--- config.mk ---
export PLATFORM = sky130hd
export DESIGN_NAME = mem_bridge
export DESIGN_NICKNAME = d
export VERILOG_FILES = /design/src/rtl/mem_bridge_pkg.sv /design/src/rtl/mem_bridge_lane.sv /design/src/rtl/mem_bridge.sv
export SDC_FILE = /design/constraint.sdc
export NUM_CORES = 1
export LEC_CHECK = 0
export ABC_AREA = 0
export CAP_MARGIN = 5
export CORE_MARGIN = 8
export CORE_UTILIZATION = 30
export CTS_CLUSTER_SIZE = 40
export DETAILED_ROUTE_END_ITERATION = 10
export MAX_ROUTING_LAYER = met4
export REMOVE_ABC_BUFFERS = 1
export SLEW_MARGIN = 20
export SYNTH_ARGS = -nofsm -noshare
export SYNTH_HDL_FRONTEND = slang
export SYNTH_SLANG_ARGS = --single-unit
--- constraint.sdc ---
create_clock -name clk -period 3 [get_ports clk]
set_clock_uncertainty 0.2 [all_clocks]
set_input_delay 0.6 -clock clk [delete_from_list [all_inputs] [get_ports clk]]
set_output_delay 0.6 -clock clk [all_outputs]
set_load 0.01 [all_outputs]
--- src/rtl/mem_bridge_pkg.sv ---
// Shared types and constants for the CPU-to-word-memory bridge.
package mem_bridge_pkg;

    typedef enum logic [2:0] {
        IDLE,
        RD,
        RMW_RD,
        WR,
        DONE
    } state_t;

    localparam logic [1:0] MODE_WORD = 2'b00;
    localparam logic [1:0] MODE_HALF = 2'b01;
    localparam logic [1:0] MODE_BYTE = 2'b10;

    // Mode 2'b11 falls into the default branch and behaves as a word access.
    function automatic logic is_misaligned(input logic [1:0] mode, input logic [1:0] addr_lo);
        case (mode)
            MODE_HALF: return addr_lo[0];
            MODE_BYTE: return 1'b0;
            default:   return addr_lo != 2'b00;
        endcase
    endfunction

endpackage

--- src/rtl/mem_bridge_lane.sv ---
// byte_lane: little-endian lane extraction with sign/zero extension, and
// lane merge of store data into a read word for read-modify-write.
module byte_lane
    import mem_bridge_pkg::*;
(
    input  logic [31:0] i_word,
    input  logic [1:0]  i_addr_lo,
    input  logic [1:0]  i_mode,
    input  logic        i_signed,
    input  logic [31:0] i_wdata,
    output logic [31:0] o_load,
    output logic [31:0] o_merged
);

    logic [7:0]  w_byte;
    logic [15:0] w_half;

    // NOTE: every output of a combinational block gets a value before any
    // branch, otherwise the missing paths infer latches.
    always_comb begin
        w_byte   = i_word[{i_addr_lo, 3'b000} +: 8];
        w_half   = i_word[{i_addr_lo[1], 4'b0000} +: 16];
        o_load   = i_word;
        o_merged = i_wdata;
        case (i_mode)
            MODE_HALF: begin
                o_load   = {{16{i_signed & w_half[15]}}, w_half};
                o_merged = i_word;
                o_merged[{i_addr_lo[1], 4'b0000} +: 16] = i_wdata[15:0];
            end
            MODE_BYTE: begin
                o_load   = {{24{i_signed & w_byte[7]}}, w_byte};
                o_merged = i_word;
                o_merged[{i_addr_lo, 3'b000} +: 8] = i_wdata[7:0];
            end
            default: ;
        endcase
    end

endmodule

--- src/rtl/mem_bridge.sv ---
// CPU load/store port to a word-wide memory with handshake, sub-word
// read-modify-write, misalignment detection and acknowledge timeout.
module mem_bridge
    import mem_bridge_pkg::*;
#(
    parameter int TIMEOUT_CYCLES = 255
) (
    input  logic        clk,
    input  logic        rst,
    input  logic        cpuRead,
    input  logic        cpuWrite,
    input  logic [1:0]  cpuMode,
    input  logic        cpuSigned,
    input  logic [31:0] cpuAddr,
    input  logic [31:0] cpuWData,
    output logic [31:0] cpuRData,
    output logic        cpuStall,
    output logic        memReq,
    output logic        memWe,
    output logic [31:0] memAddr,
    output logic [31:0] memWData,
    input  logic        memAck,
    input  logic [31:0] memRData,
    output logic        errMisalign,
    output logic        errTimeout
);

    localparam int                WAIT_W      = $clog2(TIMEOUT_CYCLES + 1);
    localparam logic [WAIT_W-1:0] WAIT_LIMIT  = WAIT_W'(TIMEOUT_CYCLES);

    state_t            r_state, w_next;
    logic [WAIT_W-1:0] r_wait, w_wait_inc;
    logic              r_mem_req, r_mem_we;
    logic [31:0]       r_mem_addr, r_mem_wdata, r_cpu_rdata;
    logic [1:0]        r_addr_lo, r_mode;
    logic              r_signed, r_err_mis, r_err_to;
    logic              w_req_present, w_misaligned, w_sub_word, w_timeout;
    logic [31:0]       w_load, w_merged;

    assign w_req_present = cpuRead | cpuWrite;
    assign w_misaligned  = is_misaligned(cpuMode, cpuAddr[1:0]);
    assign w_sub_word    = (cpuMode == MODE_HALF) || (cpuMode == MODE_BYTE);

    // During RMW_RD the held memWData register still carries the store data.
    byte_lane u_lane (
        .i_word   (memRData),
        .i_addr_lo(r_addr_lo),
        .i_mode   (r_mode),
        .i_signed (r_signed),
        .i_wdata  (r_mem_wdata),
        .o_load   (w_load),
        .o_merged (w_merged)
    );

    always_comb begin
        w_next     = r_state;
        w_wait_inc = r_wait + WAIT_W'(1);
        w_timeout  = 1'b0;
        case (r_state)
            IDLE: begin
                if (w_req_present) begin
                    if (w_misaligned)  w_next = DONE;
                    else if (cpuWrite) w_next = w_sub_word ? RMW_RD : WR;
                    else               w_next = RD;
                end
            end
            RD, RMW_RD, WR: begin
                if (memAck) begin
                    w_next = (r_state == RMW_RD) ? WR : DONE;
                end else if (w_wait_inc == WAIT_LIMIT) begin
                    w_timeout = 1'b1;
                    w_next    = DONE;
                end
            end
            default: w_next = IDLE;
        endcase
    end

    always_comb begin
        cpuStall = 1'b0;
        if (rst) begin
            cpuStall = w_req_present;
        end else begin
            case (r_state)
                IDLE:           cpuStall = w_req_present;
                RD, RMW_RD, WR: cpuStall = 1'b1;
                default:        cpuStall = 1'b0;
            endcase
        end
    end

    // NOTE: clocked state uses non-blocking assignments so every register
    // samples pre-edge values regardless of statement order.
    always_ff @(posedge clk) begin
        if (rst) r_state <= IDLE;
        else     r_state <= w_next;
    end

    always_ff @(posedge clk) begin
        if (rst) begin
            r_wait      <= '0;
            r_mem_req   <= 1'b0;
            r_mem_we    <= 1'b0;
            r_mem_addr  <= '0;
            r_mem_wdata <= '0;
            r_cpu_rdata <= '0;
            r_addr_lo   <= '0;
            r_mode      <= MODE_WORD;
            r_signed    <= 1'b0;
            r_err_mis   <= 1'b0;
            r_err_to    <= 1'b0;
        end else begin
            case (r_state)
                IDLE: begin
                    if (w_req_present) begin
                        r_addr_lo <= cpuAddr[1:0];
                        r_mode    <= cpuMode;
                        r_signed  <= cpuSigned;
                        if (w_misaligned) begin
                            r_err_mis <= 1'b1;
                            if (!cpuWrite) r_cpu_rdata <= '0;
                        end else begin
                            r_mem_req   <= 1'b1;
                            r_mem_we    <= cpuWrite & ~w_sub_word;
                            r_mem_addr  <= {cpuAddr[31:2], 2'b00};
                            r_mem_wdata <= cpuWData;
                            r_wait      <= '0;
                        end
                    end
                end
                RD, RMW_RD, WR: begin
                    if (memAck) begin
                        r_wait <= '0;
                        if (r_state == RMW_RD) begin
                            r_mem_wdata <= w_merged;
                            r_mem_we    <= 1'b1;
                        end else begin
                            r_mem_req <= 1'b0;
                            r_mem_we  <= 1'b0;
                            if (r_state == RD) r_cpu_rdata <= w_load;
                        end
                    end else if (w_timeout) begin
                        r_wait    <= '0;
                        r_mem_req <= 1'b0;
                        r_mem_we  <= 1'b0;
                        r_err_to  <= 1'b1;
                        if (r_state == RD) r_cpu_rdata <= '0;
                    end else begin
                        r_wait <= w_wait_inc;
                    end
                end
                default: ;
            endcase
        end
    end

    assign memReq      = r_mem_req;
    assign memWe       = r_mem_we;
    assign memAddr     = r_mem_addr;
    assign memWData    = r_mem_wdata;
    assign cpuRData    = r_cpu_rdata;
    assign errMisalign = r_err_mis;
    assign errTimeout  = r_err_to;

endmodule

======== Yosys cells after proc, flatten, opt, wreduce, memory -nomap -nowiden ========
Cells that the tools add are included.
W data, S select, Z words.
word-level totals
  flip-flop bits (word level) ............. 114
  bits in latches ......................... 0
  bits in writable memories ............... 0
  ROM bits ................................ 0
  input bits .............................. 104
  output and inout port bits .............. 101
  word-level logic and storage cells ...... 110
  memories ................................ 0
operators by class
  $add $sub $neg .......................... 3
  multiply operators ...................... 0
  divide/modulo/power cells ............... 0
  order comparisons ....................... 0
  equality and inequality tests ........... 19
  shift operators ......................... 6
  muxes and demuxes ....................... 48
  bitwise logic cells ..................... 7
  reduce and logical (&&, ||, !) cells .... 15
operators by type and width
  operator                   count
  $mux W32                   12
  $pmux W32 S2               4
  $bwmux W32                 2
  $mux W8                    4
  $shift A16 B7 Y32 const A  1
  $shift A8 B7 Y32 const A   1
  $shiftx A16 B7 Y32         1
  $shiftx A32 B6 Y16         1
  $shiftx A32 B6 Y8          1
  $shiftx A8 B7 Y32          1
  $pmux W8 S2                1
  $mux W3                    5
  $mux W1                    14
  $ne A2 B2 Y1 const B       7
  $neg A5 Y7                 2
  $reduce_and A3 Y1          4
  $ne A3 B3 Y1 const B       3
  $add A8 B1 Y8 const B      1
  $eq A8 B8 Y1 const B       1
  $pmux W1 S2                4
  $reduce_and A7 Y1          1
  $eq A3 B2 Y1 const B       2
  $pmux W3 S2                1
  $reduce_and A6 Y1          1
  other kinds (15)           23

======== Longest topological paths before layout ========
Gate-level depths: netlist (run 1).
  depth in word-level cells ............... 8
  mapped depth ............................ 10
  depth with buffers taken out ............ 7

======== Modules after synthesis ========
A second synthesis (run 1) with hierarchy kept.
unflattened totals
  cell total of the unflattened synthesis .. 838
  area, all modules ....................... 6319.8 µm²
modules (own cells, without submodules)
  module      instances  cells an instance  area an instance (µm²)  sequential area each (µm²)
  mem_bridge  1          591                4621.9                  2282.2
  byte_lane   1          247                1697.9                  0.0

======== Least setup slack after synthesis (run 1) ========
OpenSTA, ideal clock, no wires.
  path type ............................... register to register
  start point ............................. register r_addr_lo[1]
  end point ............................... register r_mem_wdata[0] (netlist: memWData[0])
  arrival time ............................ 2.313 ns
  setup slack ............................. 0.355 ns
  stages on the path, launching flop included .. 10
  clock period less this slack ............ 2.645 ns
  path through ............................ dfxtp_1 buf_6 clkbuf_1 clkinv_1 ha_1 nor4bb_1 o21ai_1 o21ai_2 a221oi_1 nor3_1
on the way
  word-level cells in the longest chain between the ends .. 7
  elaborated cells on any way between the ends .. 12
  classes of those cells .................. 2 x add/sub; 4 x shift; 6 x mux
ends and longest elaborated chain
  element                                     RTL line                                      RTL
  start, declared                             mem_bridge.sv:35                              logic [1:0] r_addr_lo, r_mode;
  start signal, assigned                      mem_bridge.sv:116                             r_addr_lo <= cpuAddr[1:0];
  $neg A5 Y7, on equally long branches        mem_bridge_lane.sv:29, mem_bridge_lane.sv:34
  $shiftx A16 B7 Y32 (tied with other cells)  mem_bridge_lane.sv:29                         o_merged[{i_addr_lo[1], 4'b0000} +: 16] = i_wdata[15:0];
  $bwmux W32, on equally long branches        mem_bridge_lane.sv:29, mem_bridge_lane.sv:34
  $pmux W32 S2 *                              mem_bridge_lane.sv:25                         case (i_mode)
  $mux W32 *                                  mem_bridge.sv:134                             if (r_state == RMW_RD) begin
  $mux W32 *                                  mem_bridge.sv:132                             if (memAck) begin
  $pmux W32 S2 *                              mem_bridge.sv:113                             case (r_state)
  end signal, assigned                        mem_bridge.sv:126                             r_mem_wdata <= cpuWData;
  end signal, assigned                        mem_bridge.sv:135                             r_mem_wdata <= w_merged;
  end, declared                               mem_bridge.sv:34                              logic [31:0] r_mem_addr, r_mem_wdata, r_cpu_rdata;
Every way passes the cells marked *; elsewhere a longest branch is shown, timed or not. The select of a mux whose other input is x is not followed.
A chain may end at the register's enable or synchronous reset.

======== Final worst setup path (run 1) ========
  start point ............................. input port cpuWrite
  end point ............................... output port cpuStall
on the way
  word-level cells in the longest chain between the ends .. 3
ends and longest elaborated chain
  element          RTL line          RTL
  start, declared  mem_bridge.sv:11  input logic cpuWrite,
  $or A1 B1 Y1 *   mem_bridge.sv:40  assign w_req_present = cpuRead | cpuWrite;
  $pmux W1 S2      mem_bridge.sv:84  case (r_state)
  $mux W1 *        mem_bridge.sv:81  if (rst) begin
  end, declared    mem_bridge.sv:17  output logic cpuStall,
Every way passes the cells marked *; elsewhere a longest branch is shown, timed or not.

==> results of run 1 <==
==> worst max-delay path, cell delays in order <==
cell	delay, ns
clkdlybuf4s50_1	0.51
nor2_2	0.06
o21a_1	0.10
a21oi_1	0.22
clkdlybuf4s50_1	0.60
==> final timing paths <==
path	endpoint	cells after the start	start	slack (ns)
max	cpuStall	5	cpuWrite	0.13
min	memAddr[20]	2	memAddr[20]	0.25
max reg2reg	memWData[30]	8	r_addr_lo[1]	0.50
min reg2reg	memAddr[20]	2	memAddr[20]	0.25
==> metrics by stage <==
step / setup TNS (ns) / instances / util / total power (W) / hold WS (ns)
floorplan: -1.73 / 684 / - / 0.00260 / 0.242
global route: 0 / 1220 / 0.461 / 0.00582 / 0.270
global placement: -3.79 / 1187 / 0.429 / 0.00343 / 0.242
finish: 0 / 1220 / 0.461 / 0.00554 / 0.253
CTS: 0 / 1219 / 0.461 / 0.00559 / 0.255
detailed placement: -6.23 / 1187 / 0.429 / 0.00343 / 0.246
==> routing by layer <==
layer,vias to the layer above,wire length (um)
li1,3030,-
met3,24,1520
met2,239,10200
met4,0,315
met5,-,0
met1,2854,10200
==> registers in the layout (all words and copies together) (netlist names) <==
register and count:
r_signed 1, r_wait 8, cpuRData 32, memWe 1, r_state 3, memWData 32, r_mode 2, r_addr_lo 2
memReq 1, memAddr 30, errMisalign 1, errTimeout 1
==> synthesized netlist by cell type (4+ instances only) <==
master,count,area share
a21o_1,8,0.010
nor2_1,33,0.021
buf_4,6,0.0075
o211ai_1,9,0.011
mux2_1,4,0.0075
a211oi_1,9,0.011
mux2_2,28,0.053
mux2i_1,18,0.030
dfxtp_1,114,0.38
inv_1,24,0.015
nand2b_1,11,0.012
nor3_1,19,0.016
o22ai_1,15,0.016
ha_1,10,0.021
nand3_1,6,0.0050
clkbuf_1,33,0.021
a21oi_1,86,0.072
o21ai_0,38,0.032
a221o_1,16,0.027
buf_2,13,0.011
nand2_1,134,0.084
o21ai_1,4,0.0034
a221oi_1,10,0.015
a31oi_1,21,0.022
nor2b_1,19,0.020
==> logic make-up (layout without fill, tap and decap cells) <==
logic type      count (synthesis)  in the layout  share of synthesized area
simple gates                  249            249                      0.195
fa+ha+maj                      10             10                     0.0209
mux                            50             50                     0.0905
compound gates                231            231                      0.248
buf+inv                        80            296                     0.0593
flops                         114            114                      0.382
xor+xnor                        2              2                    0.00419
other cells                     1              3                   0.000628
==> final cells by class <==
type | count | area (sq um) | area share
inverters | 26 | 97.6 | 0.0108
clock inverters | 14 | 188 | 0.0209
repair buffers | 238 | 2320 | 0.258
flip-flops and latches | 114 | 2280 | 0.254
clock buffers | 18 | 429 | 0.0477
multi-input cells | 544 | 3340 | 0.371
well taps | 265 | 332 | 0.0369
diodes | 1 | 2.50 | 0.000278
==> power by group through the flow <==
stage               clock, W  combinational [W]  sequential [W]
finish               0.00214            0.00161         0.00179
global route         0.00225            0.00175         0.00181
CTS                  0.00218            0.00162         0.00179
detailed placement         0            0.00161         0.00182
global placement           0            0.00161         0.00182
floorplan                  0           0.000728         0.00187
==> impl_table.tex, run 1 <==
\begin{tabular}{lr}
\hline
Metric & Value \\
\hline
\multicolumn{2}{l}{\textbf{Routing}} \\
\quad Routed length per instance & 18.3 um \\
\quad Via count & 6147 \\
\quad Number of DRC violations after detailed-routing iteration 0 & 555 \\
\quad Detailed-route DRC error count & 0 \\
\quad Initial DRT Pass Iterations & 5 \\
\quad Drt total wl & 22300 um \\
\quad Per-cell via count in the routed design & 5.04 \\
\quad Routed Antenna Nets & 0 \\
\multicolumn{2}{l}{\textbf{Synth}} \\
\quad Post-synthesis sequential area ratio & 0.382 \\
\quad Number of distinct library cells after synthesis & 62 \\
\quad Proportion of register bits with asynchronous set or reset after synthesis & 0 \\
\quad Count of state elements after synthesis & 114 \\
\quad Gate count after technology mapping & 737 \\
\quad Netlist Area Pre-Place & 0.00597 sq mm \\
\quad Number of warnings reported in the yosys synthesis log & 0 \\
\quad Syn Area/Cell & 8.11 sq um \\
\quad EDFF count, synth & 0 \\
\quad Prevailing post-synth register cell & dfxtp\_1 \\
\multicolumn{2}{l}{\textbf{GRT}} \\
\quad Number of antenna violations at the first check in global routing & 1 \\
\quad GRT met1 Usage & 0.235 \\
\quad Residual overflow from global routing & 0 \\
\quad Most heavily used metal layer in global routing & met2 \\
\quad Largest net degree at the start of global routing & 63 \\
\quad GRT Overall Usage & 0.183 \\
\quad Wire length of the first global-routing pass & 34100 um \\
\quad Met2 Resource Use GR & 0.282 \\
\quad Vias in the first global route & 6044 \\
\quad Met3 Resource Use GR & 0.0430 \\
\multicolumn{2}{l}{\textbf{Final layout}} \\
\quad Layout Cell Area excl Fill & 0.00900 sq mm \\
\quad Final net count & 1055 \\
\quad Synth-to-layout area growth & 50.6\% \\
\quad Leading cell type in the layout, fill and taps excluded & clkdlybuf4s50\_1 \\
\quad Share of final-layout standard cells stronger than drive strength 1 & 0.118 \\
\quad Fillers & 1964 \\
\quad Most frequent cells in the layout & 201 x clkdlybuf4s50\_1, 134 x nand2\_1, 114 x dfxtp\_1, 86 x a21oi\_1, 38 x o21ai\_0 \\
\multicolumn{2}{l}{\textbf{Clock network}} \\
\quad CTS clock-pin slew for the worst setup and hold paths & 0.05 ns \\
\quad Number of instances resized during post-cts repair & 0 \\
\quad TritonCTS Buffers & 17 \\
\quad CTS sink cnt & 114 \\
\quad Number of H-tree levels & 4 \\
\quad Clock Latency Late Sink & 0.41 ns \\
\quad Post-CTS Setup Repair Bufs & 0 \\
\quad Clock Tree Root & clkbuf\_16 \\
\quad Clock tree from TritonCTS & done \\
\quad Maximum buffer depth of the clock tree & 2 \\
\quad Hold bufs inserted after CTS & 0 \\
\multicolumn{2}{l}{\textbf{Timing}} \\
\quad Pin slew with the least headroom to its limit & 0.709 ns \\
\quad Normalized max-slew margin & 0.526 \\
\quad RSZ-0062 raised after global routing & no \\
\quad Final hold viol count & 0 \\
\quad Final setup fails & 0 \\
\quad Final critical-path required period & 2.87 ns \\
\quad Pins Over Slew Limit & 0 \\
\quad Achievable clock frequency & 348 MHz \\
\quad Crit share post-route & 0.957 \\
\quad Worst path setup slack after routing & 0.128 ns \\
\multicolumn{2}{l}{\textbf{Floorplan}} \\
\quad Count of boundary I/O pins & 205 \\
\quad Starting utilization of the core area & 0.306 \\
\quad Row count & 51 \\
\quad Vertical die dimension & 157 um \\
\quad Area of the core region & 0.0195 sq mm \\
\quad Die boundary width & 157 um \\
\quad Full die area & 0.0247 sq mm \\
\multicolumn{2}{l}{\textbf{Worst setup path}} \\
\quad Critical Setup Path Class & input pin to output port \\
\quad Worst-path fanout max & 2 \\
\quad CP Data Arrival Time & 2.07 ns \\
\quad Type of element launching the critical path & input pin \\
\quad Type of element capturing the critical path & output port \\
\quad Required time at the worst-slack endpoint & 2.20 ns \\
\multicolumn{2}{l}{\textbf{Flow run}} \\
\quad \# Max-Cap Violations & 0 \\
\multicolumn{2}{l}{\textbf{Power}} \\
\quad Portion of total power attributed to the clock network & 0.386 \\
\quad Internal power & 0.00380 W \\
\quad Sw power & 0.00174 W \\
\quad Lkg Pwr & 3.33 nW \\
\quad Share of total power consumed by net switching & 0.315 \\
\quad Combinational power share & 0.290 \\
\quad Power density over the cells & 616 mW/mm\^{}2 \\
\quad Worst IR Drop VDD & 410 uV \\
\quad Part of the power in registers & 0.324 \\
\multicolumn{2}{l}{\textbf{Placement}} \\
\quad Buffers on Ports & 202 \\
\quad Placer's final routability congestion estimate & 0.879 \\
\quad Detailed-placement wirelength estimate & 16800 um \\
\quad Post-placement worst setup slack & -0.204 ns \\
\quad DP Area & 0.00838 sq mm \\
\multicolumn{2}{l}{\textbf{Hold path}} \\
\quad Hold WC Path Type & flop to flop \\
\multicolumn{2}{l}{\textbf{Run status}} \\
\quad Status & completed \\
\hline
\end{tabular}
(Power assumes the default switching activity.)
==> run 2, diff against run 1 <==
- SYNTH_HIERARCHICAL: default -> 1
==> run 2 against run 1 <==
Combinational power increased by 53%. Total power increased by 16%. Sequential power increased by 12%. Sequential cell count unchanged. Highest routed layer unchanged. Sequential share of layout area decreased by 0.65 points. Clock-buffer cell count unchanged. Largest cell class unchanged. Register-to-register slack got worse by 0.13 ns. Die area increased by 5.2%. Global-route usage increased by 0.092 points.
==> impl_table.tex, run 2 <==
\begin{tabular}{lr}
\hline
Metric & Value \\
\hline
\multicolumn{2}{l}{\textbf{GRT}} \\
\quad Wire length of the first global-routing pass & 36900 um (+8.2\%) \\
\quad GRT Overall Usage & 0.184 (+0.000916) \\
\quad Number of antenna violations at the first check in global routing & 4 (+3) \\
\quad Largest net degree at the start of global routing & 63 (unchanged) \\
\quad Vias in the first global route & 6594 (+9.1\%) \\
\quad Residual overflow from global routing & 0 (unchanged) \\
\multicolumn{2}{l}{\textbf{Timing}} \\
\quad Final setup fails & 0 (unchanged) \\
\quad Worst path setup slack after routing & 0.180 ns (+0.0521 ns) \\
\quad Pin slew with the least headroom to its limit & 0.766 ns (+0.0565 ns) \\
\quad Final hold viol count & 0 (unchanged) \\
\quad Achievable clock frequency & 355 MHz (+1.8\%) \\
\quad Final critical-path required period & 2.82 ns (-0.0521 ns) \\
\quad Crit share post-route & 0.940 (-0.0174) \\
\quad Final setup TNS & 0 ns (unchanged) \\
\quad RSZ-0062 raised after global routing & no \\
\quad Normalized max-slew margin & 0.490 (-0.0365) \\
\quad Pins Over Slew Limit & 0 (unchanged) \\
\multicolumn{2}{l}{\textbf{Routing}} \\
\quad Met3 wire len & 2260 um (+49\%) \\
\quad Routed length per instance & 18.1 um (-0.58\%) \\
\quad Number of DRC violations after detailed-routing iteration 0 & 482 (-13\%) \\
\quad Highest metal layer with signal wires & met4 \\
\quad Drt total wl & 23800 um (+7.0\%) \\
\quad Via count & 6811 (+11\%) \\
\quad Per-cell via count in the routed design & 5.19 (+3.0\%) \\
\quad Detailed-route DRC error count & 0 (unchanged) \\
\quad Routed wire length on met2 & 10400 um (+2.0\%) \\
\quad Detailed-routing wirelength on met1 & 10800 um (+5.2\%) \\
\quad Initial DRT Pass Iterations & 6 (+1) \\
\quad Routed Antenna Nets & 0 (unchanged) \\
\multicolumn{2}{l}{\textbf{Worst setup path}} \\
\quad Worst-path fanout max & 6 (+4) \\
\quad Launching point of the worst reg2reg path & r\_mode[0] \\
\quad Worst reg2reg path endpoint & memWData[13] \\
\quad Count of cells along the worst register-to-register path & 8 (unchanged) \\
\quad R2r setup slk & 0.37 ns (-0.13 ns) \\
\quad Type of element launching the critical path & flop \\
\quad Required time at the worst-slack endpoint & 2.20 ns (about the same) \\
\quad Type of element capturing the critical path & output port \\
\quad Critical Setup Path Class & flop to output port \\
\quad CP Data Arrival Time & 2.02 ns (-0.05 ns) \\
\multicolumn{2}{l}{\textbf{Synth}} \\
\quad Number of warnings reported in the yosys synthesis log & 6 (+6) \\
\quad Count of state elements after synthesis & 114 (unchanged) \\
\quad Prevailing post-synth register cell & dfxtp\_1 \\
\quad Gate count after technology mapping & 838 (+14\%) \\
\quad Netlist Area Pre-Place & 0.00632 sq mm (+5.8\%) \\
\quad Number of distinct library cells after synthesis & 63 (+1.6\%) \\
\quad Proportion of register bits with asynchronous set or reset after synthesis & 0 (unchanged) \\
\quad Largest area contributor in the synthesized netlist & dfxtp\_1 \\
\quad Most frequent cells after synthesis & 215 x nand2\_1, 114 x dfxtp\_1, 100 x a21oi\_1 \\
\quad Leading cell types by total area after synthesis & dfxtp\_1 36\%, nand2\_1 13\%, a21oi\_1 7.9\% \\
\quad Syn Area/Cell & 7.54 sq um (-7.0\%) \\
\quad Post-synthesis sequential area ratio & 0.361 (-0.0209) \\
\quad EDFF count, synth & 0 (unchanged) \\
\quad Leading cell type by number of instances after synthesis & nand2\_1 \\
\quad Share of the synthesized area in the top cell type & 0.361 (-0.0209) \\
\multicolumn{2}{l}{\textbf{Hold path}} \\
\quad Worst Hold Path Cells & 2 (unchanged) \\
\quad Worst Min Path Start & memAddr[25] \\
\quad Hold Path End & memAddr[25] \\
\quad Hold WC Path Type & flop to flop \\
\multicolumn{2}{l}{\textbf{Floorplan}} \\
\quad Vertical die dimension & 161 um (+2.6\%) \\
\quad Starting utilization of the core area & 0.304 (-0.00246) \\
\quad Area of the core region & 0.0208 sq mm (+6.6\%) \\
\quad Count of boundary I/O pins & 205 (unchanged) \\
\quad Full die area & 0.0260 sq mm (+5.2\%) \\
\quad Row count & 53 (+3.9\%) \\
\quad Die boundary width & 161 um (+2.6\%) \\
\multicolumn{2}{l}{\textbf{Clock network}} \\
\quad CTS sink cnt & 114 (unchanged) \\
\quad Post-CTS Setup Repair Bufs & 0 (unchanged) \\
\quad Clock tree from TritonCTS & done \\
\quad Number of H-tree levels & 4 (unchanged) \\
\quad CTS clock-pin slew for the worst setup and hold paths & 0.06 ns (about the same) \\
\quad Clock Latency Late Sink & 0.42 ns (about the same) \\
\quad Clock Tree Root & clkbuf\_16 \\
\quad Hold bufs inserted after CTS & 0 (unchanged) \\
\quad TritonCTS Buffers & 17 (unchanged) \\
\quad Maximum buffer depth of the clock tree & 2 (unchanged) \\
\quad Number of instances resized during post-cts repair & 0 (unchanged) \\
\multicolumn{2}{l}{\textbf{Final layout}} \\
\quad Final net count & 1135 (+7.6\%) \\
\quad Most frequent cells in the layout & 215 x nand2\_1, 201 x clkdlybuf4s50\_1, 114 x dfxtp\_1, 100 x a21oi\_1, 52 x nor2\_1 \\
\quad Filler-free cell count of the finished design & 1313 (+7.6\%) \\
\quad Leading cell type in the layout, fill and taps excluded & nand2\_1 \\
\quad Share of final-layout standard cells stronger than drive strength 1 & 0.101 (-0.0179) \\
\quad Layout Cell Area excl Fill & 0.00923 sq mm (+2.6\%) \\
\quad Synth-to-layout area growth & 46.1\% \\
\multicolumn{2}{l}{\textbf{Power}} \\
\quad Final Power & 0.00645 W (+16\%) \\
\quad Power density over the cells & 698 mW/mm\^{}2 (+13\%) \\
\quad Worst IR Drop VDD & 423 uV (+3.1\%) \\
\quad Lkg Pwr & 3.38 nW (+1.2\%) \\
\multicolumn{2}{l}{\textbf{Placement}} \\
\quad Number of placed cells counting well taps & 1277 (+7.6\%) \\
\quad Post-placement worst setup slack & 0.0848 ns (+0.289 ns) \\
\quad Buffers on Ports & 202 (unchanged) \\
\quad Placer's final routability congestion estimate & 0.877 (-0.20\%) \\
\quad DP Area & 0.00865 sq mm (+3.3\%) \\
\quad Detailed-placement wirelength estimate & 17400 um (+3.7\%) \\
\multicolumn{2}{l}{\textbf{Run status}} \\
\quad Status & completed \\
\multicolumn{2}{l}{\textbf{Flow run}} \\
\quad \# Max-Cap Violations & 0 (unchanged) \\
\hline
\end{tabular}
==> run 2: area by class of cell <==
type	instances	area, sq um
Clock inverter	14	130
Antenna cell	4	10.0
Timing Repair Buffer	231	2270
Multi-Input combinational cell	637	3680
Inverter	20	75.1
Clock buffer	18	439
Fill cell	2152	11600
Sequential cell	114	2280
Tap cell	275	344
==> run 2: worst max path at each step <==
stage	start	endpoint	slack, ns	depth (start not counted)
after global placement	cpuMode[1]	memWData[1]	0.11	10
final	r_state[0]	cpuStall	0.18	4
after detailed placement	cpuMode[1]	memWData[22]	0.08	10
after CTS	r_state[0]	cpuStall	0.17	4
after floorplan	cpuMode[1]	cpuRData[0]	-0.34	8
after global routing	r_state[0]	cpuStall	0.06	4
==> run 2: logic make-up (layout without fill, tap and decap cells) <==
kind of cell               after synthesis  after routing  synth area share
xor gates and xnor gates                 1              1           0.00257
other                                    1              6          0.000593
DFF                                    114            114             0.361
AOI/OAI and AO/OA                      281            281             0.302
muxes                                   19             19            0.0331
and+or+nand+nor                        324            324             0.221
buffers and inverters                   88            283            0.0596
adders and majority gates               10             10            0.0198
==> run 2: metal layers <==
| metal | GRT usage | vias up |
|---|---|---|
| li1 | - | 3330 |
| met1 | 0.234 | 3149 |
| met2 | 0.269 | 294 |
| met3 | 0.0672 | 38 |
| met4 | 0.0480 | 0 |
| met5 | - | - |
==> run 2: per-stage QoR <==
stage	hold WS [ns]	utilization
after global routing	0.267	0.443
final	0.252	0.443
after floorplan	0.247	-
after CTS	0.254	0.443
after detailed placement	0.246	0.416
after global placement	0.241	0.416
==> run 2: power breakdown <==
part	switching, W	internal (W)
Combinational	0.00131	0.00115
Clock	0.000804	0.00117
Sequential	0.000252	0.00176
Total	0.00236	0.00408
==> run 2: critical path, cell delays in order (launching register included) <==
cell             delay, ns
dfxtp_1               0.43
nor2_1                0.12
or2_2                 0.32
o22ai_1               0.16
clkdlybuf4s50_1       0.58
==> run 3, diff against run 2 <==
==> constraint.sdc (replaced) <==
create_clock -name clk -period 3 [get_ports clk]
set_clock_uncertainty 0.2 [all_clocks]
set_input_delay 0.9 -clock clk [delete_from_list [all_inputs] [get_ports clk]]
set_output_delay 0.9 -clock clk [all_outputs]
set_load 0.01 [all_outputs]
==> run 3 against run 2 <==
Non-clock buffer count up 12. Clock-buffer cell count down 1. Clock power up 4%. Largest power group unchanged. Highest routed layer unchanged.
==> impl_table.tex, run 3 (synthesized netlist as in run 2, its figures left out) <==
\begin{tabular}{lr}
\hline
Metric & Value \\
\hline
\multicolumn{2}{l}{\textbf{Worst setup path}} \\
\quad Critical Setup Path Class & input pin to output port \\
\quad Type of element launching the critical path & input pin \\
\quad Worst reg2reg path endpoint & memWData[8] \\
\quad Required time at the worst-slack endpoint & 1.90 ns (-0.30 ns) \\
\quad Type of element capturing the critical path & output port \\
\quad CP Data Arrival Time & 1.76 ns (-0.26 ns) \\
\quad Launching point of the worst reg2reg path & r\_addr\_lo[1] \\
\quad Worst-path fanout max & 2 (-4) \\
\quad R2r setup slk & 0.40 ns (+0.03 ns) \\
\quad Count of cells along the worst register-to-register path & 8 (unchanged) \\
\multicolumn{2}{l}{\textbf{Hold path}} \\
\quad Worst Min Path Start & memAddr[27] \\
\quad Hold Path End & memAddr[27] \\
\quad Hold WC Path Type & flop to flop \\
\quad Worst Hold Path Cells & 2 (unchanged) \\
\multicolumn{2}{l}{\textbf{Timing}} \\
\quad Final hold viol count & 0 (unchanged) \\
\quad Pins Over Slew Limit & 0 (unchanged) \\
\quad Normalized max-slew margin & 0.364 (-0.125) \\
\quad Crit share post-route & 0.952 (+0.0116) \\
\quad Final setup fails & 0 (unchanged) \\
\quad Final critical-path required period & 2.86 ns (+0.0348 ns) \\
\quad Pin slew with the least headroom to its limit & 0.953 ns (+0.188 ns) \\
\quad Final setup TNS & 0 ns (unchanged) \\
\quad Achievable clock frequency & 350 MHz (-1.2\%) \\
\quad RSZ-0062 raised after global routing & no \\
\multicolumn{2}{l}{\textbf{Placement}} \\
\quad Detailed-placement wirelength estimate & 17600 um (+0.70\%) \\
\quad Buffers on Ports & 202 (unchanged) \\
\quad Placer's final routability congestion estimate & 0.886 (+1.0\%) \\
\quad DP Area & 0.00878 sq mm (+1.5\%) \\
\quad Number of placed cells counting well taps & 1289 (+0.94\%) \\
\multicolumn{2}{l}{\textbf{GRT}} \\
\quad Residual overflow from global routing & 0 (unchanged) \\
\quad GRT met1 Usage & 0.232 (-0.00243) \\
\quad Largest net degree at the start of global routing & 85 (+35\%) \\
\quad GRT Overall Usage & 0.182 (-0.00163) \\
\quad Number of antenna violations at the first check in global routing & 5 (+1) \\
\quad Met2 Resource Use GR & 0.271 (+0.00134) \\
\quad Met3 Resource Use GR & 0.0611 (-0.00611) \\
\quad Most heavily used metal layer in global routing & met2 \\
\quad Vias in the first global route & 6728 (+2.0\%) \\
\quad Wire length of the first global-routing pass & 36800 um (-0.26\%) \\
\multicolumn{2}{l}{\textbf{Final layout}} \\
\quad Most frequent cells in the layout & 215 x nand2\_1, 200 x clkdlybuf4s50\_1, 114 x dfxtp\_1, 100 x a21oi\_1, 52 x nor2\_1 \\
\quad Final net count & 1147 (+1.1\%) \\
\quad Share of final-layout standard cells stronger than drive strength 1 & 0.112 (+0.0113) \\
\quad Leading cell type in the layout, fill and taps excluded & nand2\_1 \\
\quad Fillers & 2139 (-0.60\%) \\
\quad Synth-to-layout area growth & 48.3\% \\
\quad Register area & 0.00228 sq mm (unchanged) \\
\quad Layout Cell Area excl Fill & 0.00937 sq mm (+1.5\%) \\
\quad Filler-free cell count of the finished design & 1326 (+0.99\%) \\
\quad Combined area of the multi-input logic cells & 0.00368 sq mm (unchanged) \\
\multicolumn{2}{l}{\textbf{Routing}} \\
\quad Via count & 6771 (-0.59\%) \\
\quad Routed length per instance & 18.1 um (-0.27\%) \\
\quad Drt total wl & 24000 um (+0.71\%) \\
\quad Per-cell via count in the routed design & 5.11 (-1.6\%) \\
\quad Number of DRC violations after detailed-routing iteration 0 & 382 (-21\%) \\
\quad Detailed-route DRC error count & 0 (unchanged) \\
\quad Routed Antenna Nets & 0 (unchanged) \\
\quad Initial DRT Pass Iterations & 5 (-1) \\
\multicolumn{2}{l}{\textbf{Clock network}} \\
\quad Maximum buffer depth of the clock tree & 2 (unchanged) \\
\quad Clock tree from TritonCTS & done \\
\quad Hold bufs inserted after CTS & 0 (unchanged) \\
\quad CTS sink cnt & 114 (unchanged) \\
\quad CTS clock-pin slew for the worst setup and hold paths & 0.06 ns (about the same) \\
\quad Clock Tree Root & clkbuf\_16 \\
\quad Clock Latency Late Sink & 0.41 ns (about the same) \\
\quad Number of instances resized during post-cts repair & 1 (+1) \\
\quad Number of H-tree levels & 4 (unchanged) \\
\quad Post-CTS Setup Repair Bufs & 0 (unchanged) \\
\quad TritonCTS Buffers & 17 (unchanged) \\
\multicolumn{2}{l}{\textbf{Floorplan}} \\
\quad Area of the core region & 0.0208 sq mm (unchanged) \\
\quad Count of boundary I/O pins & 205 (unchanged) \\
\quad Row count & 53 (unchanged) \\
\quad Starting utilization of the core area & 0.304 (unchanged) \\
\quad Full die area & 0.0260 sq mm (unchanged) \\
\quad Vertical die dimension & 161 um (unchanged) \\
\quad Die boundary width & 161 um (unchanged) \\
\multicolumn{2}{l}{\textbf{Power}} \\
\quad Worst IR Drop VDD & 433 uV (+2.4\%) \\
\quad Power density over the cells & 700 mW/mm\^{}2 (+0.27\%) \\
\quad Final Power & 0.00656 W (+1.8\%) \\
\quad Lkg Pwr & 3.45 nW (+2.2\%) \\
\multicolumn{2}{l}{\textbf{Run status}} \\
\quad Status & completed \\
\multicolumn{2}{l}{\textbf{Flow run}} \\
\quad \# Max-Cap Violations & 0 (unchanged) \\
\hline
\end{tabular}
run 3: cell count changes in the layout (fill, tap and decap cells not counted), sizes merged:
| cell | before | now |
|---|---|---|
| clkinv | 7 | 6 |
| bufinv | 1 | 2 |
| clkdlybuf4s50 | 201 | 200 |
| clkinvlp | 2 | 3 |
| buf | 30 | 42 |
| diode | 4 | 5 |
run 3: layout make-up:
type                       instances  share of cell area
tap                              275              0.0367
timing repair buffer             243               0.256
clock inverter                    15              0.0170
antenna                            5             0.00133
sequential                       114               0.243
multi-input combinational        637               0.392
inverter                          20             0.00801
clock buffer                      17              0.0454
run 3: stage by stage:
| stage | hold WS, ns | worst slack, ns | util |
|---|---|---|---|
| 3_3_place_gp | 0.240 | -0.264 | 0.422 |
| 2_1_floorplan | 0.247 | -0.642 | - |
| 3_5_place_dp | 0.246 | -0.260 | 0.422 |
| 5_1_grt | 0.263 | 0.0790 | 0.450 |
| 6_report | 0.251 | 0.145 | 0.450 |
| 4_1_cts | 0.254 | 0.0152 | 0.450 |
run 3: how the worst max path moves through the flow:
stage	start	end	slack [ns]	depth (start not counted)
final	cpuRead	cpuStall	0.14	4
after CTS	cpuRead	cpuStall	0.02	4
after global routing	cpuRead	cpuStall	0.08	4
after detailed placement	cpuRead	cpuStall	-0.26	4
after global placement	cpuRead	cpuStall	-0.26	4
after floorplan	cpuMode[1]	cpuRData[0]	-0.64	8
run 3: critical path, stage by stage:
cell	delay (ns)
clkdlybuf4s50_1	0.47
nor2_1	0.06
o22ai_1	0.16
clkbuf_2	0.16
run 3: power by group:
group,internal [W],switching [W],total (W),leakage [nW]
Combinational,0.00119,0.00132,0.00251,2.24
Clock,0.00123,0.000805,0.00204,0.280
Sequential,0.00176,0.000251,0.00201,0.933
run 3: per-layer routing:
layer | vias up | part of all wire
met3 | 29 | 0.085
met4 | 0 | 0.018
met1 | 3120 | 0.46
met5 | - | 0
li1 | 3362 | -
met2 | 260 | 0.44
